<file path="config.mk">
export PLATFORM = sky130hd
export DESIGN_NAME = neuron_phase_ctrl
export DESIGN_NICKNAME = d
export VERILOG_FILES = /design/src/rtl/neuron_phase_ctrl.sv
export SDC_FILE = /design/constraint.sdc
export NUM_CORES = 1
export LEC_CHECK = 0
export ABC_AREA = 1
export BUFFER_PORTS_ARGS = -buffer_cell sky130_fd_sc_hd__buf_4
export CORE_ASPECT_RATIO = 0.75
export CORE_MARGIN = 4
export CORE_UTILIZATION = 54
export CTS_CLUSTER_SIZE = 20
export DETAILED_ROUTE_END_ITERATION = 10
export PLACE_DENSITY_LB_ADDON = 0.2
export SYNTH_ARGS = -nofsm -noshare
export SYNTH_HDL_FRONTEND = slang
export SYNTH_SLANG_ARGS = --single-unit
</file>
<file path="constraint.sdc">
create_clock -name clk -period 3.18 [get_ports clk]
set_input_delay 0 -clock clk [delete_from_list [all_inputs] [get_ports clk]]
set_output_delay 0 -clock clk [all_outputs]
set_load 0.005 [all_outputs]
</file>
<file path="src/rtl/neuron_phase_ctrl.sv">
// Phase sequencer for one ReLU neuron: steps the {FP,BP} mode code through
// forward/backward setup and compute phases and supplies backward operands.
module neuron_phase_ctrl #(
    parameter int N         = 6,
    parameter int BITS      = 16,
    parameter int FP_CYCLES = N / 2 + 4,
    parameter int BP_CYCLES = N + 4
) (
    input  logic            clk,
    input  logic            rst,
    input  logic            start_fwd,
    input  logic            start_bwd,
    input  logic            use_target,
    input  logic [BITS-1:0] target,
    input  logic [BITS-1:0] dz_ext,
    input  logic [BITS-1:0] w_ext,
    input  logic [BITS-1:0] lr_in,
    input  logic [BITS-1:0] y,
    output logic            FP,
    output logic            BP,
    output logic [BITS-1:0] dZ_out,
    output logic [BITS-1:0] W_out,
    output logic [BITS-1:0] lr_out,
    output logic [BITS-1:0] y_out,
    output logic            busy,
    output logic            fwd_done,
    output logic            bwd_done,
    output logic            req_drop
);
    localparam int MAXC = (FP_CYCLES > BP_CYCLES) ? FP_CYCLES : BP_CYCLES;
    localparam int CW   = $clog2(MAXC + 1);

    typedef enum logic [2:0] {IDLE, FSETUP, FWD, BSETUP, BWD} state_t;

    state_t          state_q;
    logic [CW-1:0]   cnt_q;
    logic            fp_q, bp_q, busy_q, fwd_done_q, bwd_done_q, req_drop_q;
    logic [BITS-1:0] dz_q, w_q, lr_q, y_q;

    // MSE gradient in BITS+1 bits, clamped back into the signed BITS range
    logic [BITS:0]   diff;
    logic [BITS-1:0] grad_d;
    always_comb begin
        diff = {y_q[BITS-1], y_q} - {target[BITS-1], target};
        if (diff[BITS] != diff[BITS-1])
            grad_d = diff[BITS] ? {1'b1, {(BITS-1){1'b0}}} : {1'b0, {(BITS-1){1'b1}}};
        else
            grad_d = diff[BITS-1:0];
    end

    always_ff @(posedge clk or posedge rst) begin
        if (rst) begin
            state_q    <= IDLE;
            cnt_q      <= '0;
            fp_q       <= 1'b0;
            bp_q       <= 1'b0;
            busy_q     <= 1'b0;
            fwd_done_q <= 1'b0;
            bwd_done_q <= 1'b0;
            req_drop_q <= 1'b0;
            dz_q       <= '0;
            w_q        <= '0;
            lr_q       <= '0;
            y_q        <= '0;
        end else begin
            fwd_done_q <= 1'b0;
            bwd_done_q <= 1'b0;
            req_drop_q <= 1'b0;
            case (state_q)
                IDLE: begin
                    cnt_q <= '0;
                    if (start_fwd) begin
                        // forward wins a simultaneous request
                        state_q    <= FSETUP;
                        fp_q       <= 1'b0;
                        bp_q       <= 1'b0;
                        busy_q     <= 1'b1;
                        req_drop_q <= start_bwd;
                    end else if (start_bwd) begin
                        state_q <= BSETUP;
                        fp_q    <= 1'b1;
                        bp_q    <= 1'b1;
                        busy_q  <= 1'b1;
                        w_q     <= w_ext;
                        lr_q    <= lr_in;
                        dz_q    <= use_target ? grad_d : dz_ext;
                    end
                end
                FSETUP: begin
                    state_q    <= FWD;
                    cnt_q      <= CW'(FP_CYCLES);
                    fp_q       <= 1'b1;
                    bp_q       <= 1'b0;
                    req_drop_q <= start_fwd | start_bwd;
                end
                FWD: begin
                    req_drop_q <= start_fwd | start_bwd;
                    if (cnt_q == CW'(1)) begin
                        state_q    <= IDLE;
                        cnt_q      <= '0;
                        fp_q       <= 1'b0;
                        bp_q       <= 1'b0;
                        busy_q     <= 1'b0;
                        fwd_done_q <= 1'b1;
                        y_q        <= y;
                    end else begin
                        cnt_q <= cnt_q - CW'(1);
                    end
                end
                BSETUP: begin
                    state_q    <= BWD;
                    cnt_q      <= CW'(BP_CYCLES);
                    fp_q       <= 1'b0;
                    bp_q       <= 1'b1;
                    req_drop_q <= start_fwd | start_bwd;
                end
                BWD: begin
                    req_drop_q <= start_fwd | start_bwd;
                    if (cnt_q == CW'(1)) begin
                        state_q    <= IDLE;
                        cnt_q      <= '0;
                        fp_q       <= 1'b0;
                        bp_q       <= 1'b0;
                        busy_q     <= 1'b0;
                        bwd_done_q <= 1'b1;
                    end else begin
                        cnt_q <= cnt_q - CW'(1);
                    end
                end
                default: begin
                    state_q <= IDLE;
                    cnt_q   <= '0;
                    fp_q    <= 1'b0;
                    bp_q    <= 1'b0;
                    busy_q  <= 1'b0;
                end
            endcase
        end
    end

    assign FP       = fp_q;
    assign BP       = bp_q;
    assign busy     = busy_q;
    assign fwd_done = fwd_done_q;
    assign bwd_done = bwd_done_q;
    assign req_drop = req_drop_q;
    assign dZ_out   = dz_q;
    assign W_out    = w_q;
    assign lr_out   = lr_q;
    assign y_out    = y_q;
endmodule
</file>
==> results.md, run 1 <==
* Max Cap Violations at 0
* Hold WC Path Type: in2reg
* CTS tree: yes
* Final worst slack at 654.2 ps
* Static leakage at 3.626 nW
* Slew headroom at 0.3532
* Synthesized net count at 697
* Vias in the first global route at 4429
* Routed length per instance at 13.83 um
* CTS clk-pin slew, worst paths at 90 ps
* First-pass GRT wire length at 21170 um
* Unrepaired setup endpoints after global routing: false
* HPWL Detailed at 8706 um
* Cell Rows at 28
* Die area at 0.009576 mm^2
* Worst-path cell chain: inv_1 -> ha_1 -> inv_1 -> fa_1 -> nand2_1 -> nand2_1 -> nand3_1 -> nand2_2 -> nand2_2 -> nand2_2 -> nand2_1 -> nand2_2 -> nand2_1 -> a21oi_1 -> dlygate4sd3_1
* Syn Area/Cell at 7.341 um^2
* Fin. max-slew vios at 0
* Share of the yosys chip area belonging to registers at 0.4427
* Count of flip-flops with a built-in enable after synthesis at 0
* Peak Freq at 0.3959 GHz
* Worst path slowest cell: dlygate4sd3_1
* Setup-failing EPs final at 0
* Filler instances at 494
* Maximum vdd drop at 0.6029 mV
* Crit path to: dZ_out[15]
* Initial antenna violation count at 0
* Critical Path Start Type: flop
* DP Area at 0.005562 mm^2
* # clock sinks at 77
* Total grt overflow at 0
* Nets at 917
* Crit path DAT at 2770 ps
* Worst path max stage delay at 550 ps
* Post-route cell area at 0.006425 mm^2
* Drt first pass iters at 5
* Worst Path Max Fanout at 3
* Area occupied by multi-input gates at 0.002095 mm^2
* H-Tree Depth at 3
* Pwr dens at 883.0 mW/mm^2
* Tcrit/Tclk final at 0.7943
* CP Buf/Inv Count at 3
* CTS Hold Bufs at 67
* Reg-to-reg slack, setup at 650 ps
* Post-Syn Instances at 593
* Reg2Reg Depth at 15
* Drt total wl at 12780 um
* Initial Utilization at 0.5522
* Number of synthesized register bits at 77
* Die width at 111.7 um
* Post-CTS setup buffers at 0
* Post-synth top flop: dfrtp_1
* Vias at 4579
* Fraction of registers with async set/reset at 1.000
* CTS Buf Count at 9
* Worst setup path startpoint: y_out[0]
* Reg area at 0.001927 mm^2
* PortBufs at 154
* Worst path required time at 3420 ps
* Longest Clk Path Bufs at 2
* Syn Std Cell Area at 0.004353 mm^2
* Core ar. at 0.007883 mm^2
* Worst slew pin tran at 968.7 ps
* Post-synth cell types at 34
* Dpl ws at 876.2 ps
* Final min period at 2526 ps
* Worst r2r dst: dZ_out[15]
* Ys Warns at 0
* PostCTS Resize Cnt at 0
* Clock Skew at 11.01 ps
* GP Congestion at 0.8647
* Reg2reg start: y_out[0]
* Worst Setup End Kind: flop
* DR iter-0 viols at 377
* Delay-heaviest family, CP: simple AND/OR/NAND/NOR gates
* Commonest non-fill, non-tap cell in the layout: nand2_1
* Largest net degree at the start of global routing at 62
* Final hold violation count at 0
* Final ANT Viol Nets at 0
* Setup Crit Path Kind: reg2reg
* CTS root buffer: clkbuf_8
* Worst hold path stage count at 5
* Total GRT Usage at 0.2724
* Layout cells sized above 1 at 0.2665
* Most frequent cells in the layout: 273 x nand2_1, 157 x buf_4, 77 x dfrtp_1
* Clock insertion delay at the later pin of the skew report at 360 ps
* Setup TNS at 0 ps
* Synthesis-to-finish area growth at 47.60%
* WP depth at 15
* Outcome: finished, final reports clean
* Die height at 85.76 um
* Vias/cell at 4.956
* I/O pin count at 155
* DRC violations left at 0
## Yosys cell counts (all sizes together) (2+ instances only)
cell / n / area share
o21ai: 10 / 0.011
and2: 2 / 0.0029
xor2: 7 / 0.014
dfrtp: 77 / 0.44
nor2: 50 / 0.045
a21oi: 17 / 0.021
inv: 61 / 0.053
buf: 6 / 0.011
or2: 4 / 0.0057
xnor2: 3 / 0.0060
ha: 18 / 0.052
nand3: 20 / 0.026
nand3b: 2 / 0.0034
nand2: 299 / 0.27
clkbuf: 9 / 0.012
o21bai: 2 / 0.0034
nor3: 2 / 0.0060
## layer usage
| metal | up-vias | global-route usage | wire length, um |
|---|---|---|---|
| li1 | 2247 | - | - |
| met1 | 2119 | 0.3777 | 5766 |
| met2 | 190 | 0.4331 | 5911 |
| met3 | 23 | 0.06065 | 888 |
| met4 | 0 | 0.08177 | 216 |
| met5 | - | 0 | 0 |
## logic make-up after synthesis
kind of cell	Yosys count	share of synthesized area
simple gates	380	0.3653
compound gates	31	0.03938
buf+inv	76	0.07617
fa+ha+maj	19	0.05634
xor+xnor	10	0.02012
flops	77	0.4427
## per-stage QoR
step | hold slack (ps) | utilization | instances | total power (W)
2_1_floorplan | 116.6 | - | 593 | 0.003619
3_3_place_gp | 199.7 | 0.7056 | 840 | 0.004695
3_5_place_dp | 203.8 | 0.7056 | 840 | 0.004784
4_1_cts | 8.829 | 0.8148 | 923 | 0.005635
5_1_grt | 23.37 | 0.8148 | 923 | 0.006158
6_report | 21.31 | 0.8151 | 924 | 0.005673
## area by class of cell
cell class | count | area share
Timing Repair Buffer | 224 | 0.2878
Clock inverter | 6 | 0.008179
Multi-Input combinational cell | 440 | 0.3260
Tap cell | 105 | 0.02045
Inverter | 61 | 0.03583
Sequential cell | 77 | 0.2999
Antenna cell | 1 | 0.0003895
Clock buffer | 10 | 0.02142
## tightest hold or removal path: stages
cell and delay, ps:
buf_4 80, nor2_1 30, nor2_1 110, nand2_1 70, nand2_1 60
## flip-flops by register name (all words and copies together) (netlist names)
signal    count
dZ_out       16
cnt_q         4
lr_out       16
FP            1
state_q       3
fwd_done      1
W_out        16
busy          1
BP            1
req_drop      1
bwd_done      1
y_out        16
## worst min-delay path by stage
stage               start    endpoint  slack [ps]
2_1_floorplan   w_ext[13]   W_out[13]         120
3_3_place_gp        y[11]   y_out[11]         200
3_5_place_dp     lr_in[9]   lr_out[9]         200
4_1_cts         dz_ext[3]   dZ_out[3]           9
5_1_grt        dz_ext[14]  dZ_out[14]          20
6_report        dz_ext[3]   dZ_out[3]          20
## power breakdown
group | total, W | internal, W | switching [W]
Clock | 0.000730 | 0.000319 | 0.000412
Combinational | 0.00320 | 0.00142 | 0.00178
Sequential | 0.00174 | 0.00144 | 0.000307
No activity file was read; power rests on OpenSTA's default activity.
==> run 2, diff against run 1 <==
- CORE_UTILIZATION: 54 -> 50
- clock period: 3.18 -> 2.5 ns (I/O delays scaled with it)
==> run 2 against run 1 <==
Flip-flop and latch count did not move. Critical endpoint is now dZ_out[9]. Die area rose by 7.3%. Sequential power rose by 27%.
==> results.md, run 2 (synthesis gave the netlist of run 1 again) <==
* Outcome: finished, final reports clean
* Largest net degree at the start of global routing at 62 (unchanged)
* Switching pwr at 0.003221 W (+29%)
* Synthesis-to-finish area growth at 48.58%
* WHS Endpoint: dZ_out[8]
* I/O pin count at 155 (unchanged)
* Total grt overflow at 0 (unchanged)
* Drt first pass iters at 5 (unchanged)
* Clock insertion delay at the later pin of the skew report at 330 ps (-30 ps)
* DP Area at 0.005573 mm^2 (+0.20%)
* Setup TNS at 0 ps (unchanged)
* Layout cells sized above 1 at 0.2732 (+0.006673)
* Vias in the first global route at 4291 (-3.1%)
* Core ar. at 0.008454 mm^2 (+7.3%)
* Maximum vdd drop at 0.6511 mV (+8.0%)
* Vias/cell at 4.924 (-0.64%)
* Final hold violation count at 0 (unchanged)
* Filler instances at 628 (+27%)
* Max Cap Violations at 0 (unchanged)
* Setup-failing EPs final at 0 (unchanged)
* Reg2reg start: y_out[0]
* Most frequent cells in the layout: 272 x nand2_1, 158 x buf_4, 77 x dfrtp_1
* ANT cells at 0 (-1)
* Tcrit/Tclk final at 0.9037 (+0.1094)
* Final core utilization at 0.7650 (-0.05010)
* Internal power at 0.004427 W (+39%)
* Part of the power in the clock network at 0.175 (+0.046)
* Die height at 88.81 um (+3.6%)
* Initial antenna violation count at 0 (unchanged)
* Longest Clk Path Bufs at 2 (unchanged)
* Worst hold path stage count at 5 (unchanged)
* Peak Freq at 0.4426 GHz (+12%)
* Setup Crit Path Kind: reg2reg
* Reg-to-reg slack, setup at 240 ps (-410 ps)
* Comb power frac at 0.536 (-0.028)
* Total GRT Usage at 0.2536 (-0.01876)
* Vias at 4515 (-1.4%)
* CP Buf/Inv Count at 2 (-1)
* Delay-heaviest family, CP: simple AND/OR/NAND/NOR gates
* Slew headroom at 0.3435 (-0.009730)
* Clock Skew at 5.141 ps (-5.872 ps)
* First-pass GRT wire length at 20470 um (-3.3%)
* Worst Path Max Fanout at 14 (+11)
* Critical Path Start Type: flop
* # clock sinks at 77 (unchanged)
* CTS clk-pin slew, worst paths at 60 ps (-30 ps)
* Initial Utilization at 0.5149 (-0.03735)
* Hold WC Path Type: in2reg
* Crit-path most repeated cell: nand2_2
* Final ANT Viol Nets at 0 (unchanged)
* Drt total wl at 13070 um (+2.2%)
* Post-route cell area at 0.006467 mm^2 (+0.66%)
* Worst path required time at 2720 ps (-700 ps)
* Reg2Reg Depth at 16 (+1)
* Fin. max-slew vios at 0 (unchanged)
* PortBufs at 154 (unchanged)
* HPWL Detailed at 8981 um (+3.2%)
* Die area at 0.01028 mm^2 (+7.3%)
* CTS Buf Count at 9 (unchanged)
* Worst path max stage delay at 390 ps (-160 ps)
* H-Tree Depth at 3 (unchanged)
* DR iter-0 viols at 316 (-16%)
* Pwr dens at 1183 mW/mm^2 (+34%)
* CTS tree: yes
* Worst-path cell chain: inv_1 -> ha_1 -> inv_1 -> fa_2 -> nand2_2 -> nand2_1 -> nand3_1 -> nand2_2 -> nand2_2 -> nand3_1 -> nand2_2 -> nand2_8 -> nand2_1 -> nand2_2 -> nand2_1 -> nand2_1
* Worst Setup End Kind: flop
* Worst slew pin tran at 983.3 ps (+14.57 ps)
* Sequential power share at 0.289 (-0.019)
* Routed length per instance at 14.25 um (+3.0%)
* Worst path slowest cell: dfrtp_1
* Die width at 115.7 um (+3.6%)
* CTS root buffer: clkbuf_16
* Cell Rows at 29 (+3.6%)
* Inst Count DP at 844 (+0.48%)
* Sw frac at 0.4211 (-0.01891)
* Nets at 908 (-0.98%)
* GP Congestion at 0.9047 (+4.6%)
* Worst min-delay path startpoint: dz_ext[8]
* Post-CTS setup buffers at 0 (unchanged)
* DRC violations left at 0 (unchanged)
* Crit path DAT at 2480 ps (-290 ps)
* Commonest non-fill, non-tap cell in the layout: nand2_1
* Static leakage at 3.636 nW (+0.28%)
* Final min period at 2259 ps (-266.7 ps)
* Unrepaired setup endpoints after global routing: false
* Worst r2r dst: dZ_out[9]
* Non-Filler Instances at 917 (-0.76%)
-- run 2: cell types whose count changed in the layout (fill, tap and decap cells not counted), sizes merged --
| cell | before | now |
|---|---|---|
| clkinv | 1 | 3 |
| inv | 64 | 62 |
| bufinv | 0 | 1 |
| diode | 1 | 0 |
| buf | 157 | 158 |
| dlygate4sd3 | 67 | 57 |
| clkbuf | 10 | 9 |
-- run 2: tightest hold or removal path, delay by kind of cell --
| kind | cells | cell delay, ps |
|---|---|---|
| AND/OR/NAND/NOR | 4 | 220 |
| buffers and inverters | 1 | 80 |
-- run 2: worst max-delay path by stage --
stage	start	end	slack, ps	cells after the start
finish	y_out[0]	dZ_out[9]	240	16
global route	y_out[0]	dZ_out[12]	7	16
CTS	y_out[0]	dZ_out[13]	110	18
detailed placement	y_out[0]	dZ_out[13]	150	18
global placement	y_out[0]	dZ_out[13]	300	18
floorplan	y_out[0]	dZ_out[6]	420	19
-- run 2: stage by stage --
step | setup slack (ps) | total power [W] | hold slack, ps
floorplan | 423.6 | 0.004603 | 116.6
global placement | 302.7 | 0.005965 | 27.99
detailed placement | 152.3 | 0.006086 | 36.31
CTS | 109.6 | 0.007579 | 2.772
global route | 6.757 | 0.008297 | 28.97
finish | 240.9 | 0.007648 | 1.665
-- run 2: layout make-up --
cell class | instances | area (um^2) | share of cell area
clock buffers | 9 | 225.2 | 0.03482
multi-input cells | 440 | 2108 | 0.3260
flip-flops and latches | 77 | 1927 | 0.2979
clock inverters | 7 | 80.08 | 0.01238
inverters | 61 | 235.2 | 0.03637
well taps | 108 | 135.1 | 0.02089
repair buffers | 215 | 1757 | 0.2716
-- run 2: repair_timing --
item / CTS / global route
endpoints found under the setup margin: 0 / 14
resized for setup: 0 / 7
hold endpoints to repair: 80 / 0
hold buffers: 57 / 0
-- run 2: power by group through the flow --
| stage | clock network [W] | logic (W) | registers (W) |
|---|---|---|---|
| 2_1_floorplan | 0 | 0.00239 | 0.00221 |
| 5_1_grt | 0.00140 | 0.00460 | 0.00229 |
| 4_1_cts | 0.00135 | 0.00402 | 0.00220 |
| 6_report | 0.00134 | 0.00410 | 0.00221 |
| 3_5_place_dp | 0 | 0.00387 | 0.00222 |
| 3_3_place_gp | 0 | 0.00377 | 0.00220 |
-- run 2: layer usage --
layer	wire length, um	share of wire	up-vias	GRT usage
met2	6035	0.46	175	0.4065
met1	5754	0.44	2080	0.3483
li1	-	-	2227	-
met4	358	0.027	0	0.07903
met3	918	0.070	33	0.05537
met5	0	0	-	0
==> run 3, diff against run 2 <==
==> constraint.sdc (replaced) <==
create_clock -name clk -period 2.5 [get_ports clk]
set_input_delay 0.75 -clock clk [delete_from_list [all_inputs] [get_ports clk]]
set_output_delay 0.75 -clock clk [all_outputs]
set_load 0.005 [all_outputs]
==> run 3 against run 2 <==
Wire length shrank 12%. Utilization shrank 4.5 points. Cell count shrank 3.4%. Highest routed layer unchanged. Largest power group unchanged.
==> results.md, run 3 (synthesis gave the netlist of run 1 again) <==
* Layout cells sized above 1 at 0.3136 (+0.04045)
* HPWL Detailed at 9017 um (+0.40%)
* I/O pin count at 155 (unchanged)
* Worst Path Max Fanout at 14 (unchanged)
* Fin. max-slew vios at 0 (unchanged)
* Commonest non-fill, non-tap cell in the layout: nand2_1
* Final ANT Viol Nets at 0 (unchanged)
* Total GRT Usage at 0.2300 (-0.02359)
* Pwr dens at 1276 mW/mm^2 (+7.9%)
* Final hold violation count at 0 (unchanged)
* Die width at 115.7 um (unchanged)
* CTS tree: yes
* Core ar. at 0.008454 mm^2 (unchanged)
* Die height at 88.81 um (unchanged)
* First-pass GRT wire length at 18890 um (-7.8%)
* GP Congestion at 0.8525 (-5.8%)
* Crit-path most repeated cell: nand2_1
* Worst-path cell chain: buf_4 -> inv_1 -> ha_1 -> a21oi_1 -> nand2_1 -> a21oi_2 -> nand2_2 -> nand2_1 -> nand2_2 -> nand2_4 -> nand3_1 -> nand2_1 -> nand2_1 -> nand2_1
* Drt total wl at 11500 um (-12%)
* Final core utilization at 0.7197 (-0.04529)
* Vias/cell at 4.729 (-4.0%)
* Synthesis-to-finish area growth at 39.78%
* Critical Path Start Type: input port
* Tot Pwr at 0.007763 W (+1.5%)
* Worst path required time at 2760 ps (+40 ps)
* Cell Rows at 29 (unchanged)
* Tcrit/Tclk final at 0.9006 (-0.003088)
* CP Buf/Inv Count at 2 (unchanged)
* H-Tree Depth at 3 (unchanged)
* CTS root buffer: clkbuf_16
* Peak Freq at 0.4442 GHz (+0.34%)
* Die area at 0.01028 mm^2 (unchanged)
* Hold WC Path Type: reg2reg
* Largest net degree at the start of global routing at 78 (+26%)
* Nets at 877 (-3.4%)
* Post-CTS setup buffers at 0 (unchanged)
* DP Area at 0.005783 mm^2 (+3.8%)
* Vias at 4190 (-7.2%)
* DR iter-0 viols at 297 (-6.0%)
* Vias in the first global route at 4035 (-6.0%)
* Post-route cell area at 0.006085 mm^2 (-5.9%)
* Drt first pass iters at 4 (-1)
* Clock insertion delay at the later pin of the skew report at 330 ps (about the same)
* Inst Count DP at 870 (+3.1%)
* Worst path slowest cell: ha_1
* Worst Setup End Kind: flop
* Maximum vdd drop at 0.7562 mV (+16%)
* DRC violations left at 0 (unchanged)
* CTS Buf Count at 9 (unchanged)
* Worst path max stage delay at 340 ps (-50 ps)
* Slew headroom at 0.3741 (+0.03059)
* Setup Crit Path Kind: in2reg
* Delay-heaviest family, CP: simple AND/OR/NAND/NOR gates
* Non-Filler Instances at 886 (-3.4%)
* # clock sinks at 77 (unchanged)
* Initial antenna violation count at 0 (unchanged)
* Clock Skew at 8.978 ps (+3.837 ps)
* CTS clk-pin slew, worst paths at 60 ps (about the same)
* Worst slew pin tran at 937.5 ps (-45.81 ps)
* Final min period at 2251 ps (-7.721 ps)
* Total grt overflow at 0 (unchanged)
* Most frequent cells in the layout: 273 x nand2_1, 183 x buf_4, 77 x dfrtp_1
* Crit path DAT at 2510 ps (+30 ps)
* Initial Utilization at 0.5149 (unchanged)
* Routed length per instance at 12.98 um (-8.9%)
* Setup-failing EPs final at 0 (unchanged)
* Max Cap Violations at 0 (unchanged)
* ANT cells at 0 (unchanged)
* Outcome: finished, final reports clean
* Static leakage at 3.519 nW (-3.2%)
* PortBufs at 154 (unchanged)
* Unrepaired setup endpoints after global routing: false
* Longest Clk Path Bufs at 2 (unchanged)
-- run 3: changes by cell type in the layout (fill, tap and decap cells not counted), sizes merged --
cell	change
buf	+26
clkbuf	+1
clkinv	-3
clkinvlp	+2
dlygate4sd3	-57
-- run 3: layout make-up --
| class | count | area [um^2] |
|---|---|---|
| Clock buffer | 10 | 229.0 |
| Clock inverter | 6 | 70.07 |
| Fill cell | 679 | 2370 |
| Inverter | 61 | 235.2 |
| Multi-Input combinational cell | 440 | 2095 |
| Sequential cell | 77 | 1927 |
| Tap cell | 108 | 135.1 |
| Timing Repair Buffer | 184 | 1394 |
-- run 3: worst min-delay path, cell delays in order (launching register included) --
cell and delay [ps]:
dfrtp_1 340, nand2_1 50, nand2_1 50
-- run 3: per-stage QoR --
stage / hold slack, ps / setup TNS (ps) / setup WS, ps
global route: 496.2 / 0 / 12.66
floorplan: 464.8 / 0 / 112.3
detailed placement: 459.6 / -1565 / -133.9
global placement: 454.9 / -634.5 / -59.44
finish: 474.7 / 0 / 248.6
CTS: 475.1 / 0 / 183.1
-- run 3: what timing repair did --
action,in CTS,in global routing
gates resized for setup,0,2
setup endpoints to repair,0,12
endpoints found under the hold margin,0,0
hold buffers,0,0
-- run 3: where the power goes --
group	switching [W]	total, W	internal (W)	leakage (nW)
clock	0.000525	0.00130	0.000780	0.136
sequential	0.000377	0.00221	0.00183	0.953
combinational	0.00226	0.00425	0.00198	2.43
-- run 3: path summary, 6_finish.rpt --
kind                             from         to  slack, ps  cells after the start
max in group asynchronous         rst  dZ_out[8]       1650                      3
hold / removal              W_out[13]  W_out[13]        470                      2
setup / recovery           target[11]  dZ_out[1]        250                     14
hold reg to reg             W_out[13]  W_out[13]        470                      2
setup reg to reg             y_out[0]  dZ_out[1]        250                     17
min in group asynchronous         rst   y_out[0]        530                      3
-- run 3: routing by layer --
metal	vias to the layer above	track usage	wire (um)
met3	15	0.04511	864
met4	0	0.05163	129
met1	1871	0.3304	5385
met2	139	0.3650	5116
met5	-	0	0
li1	2165	-	-
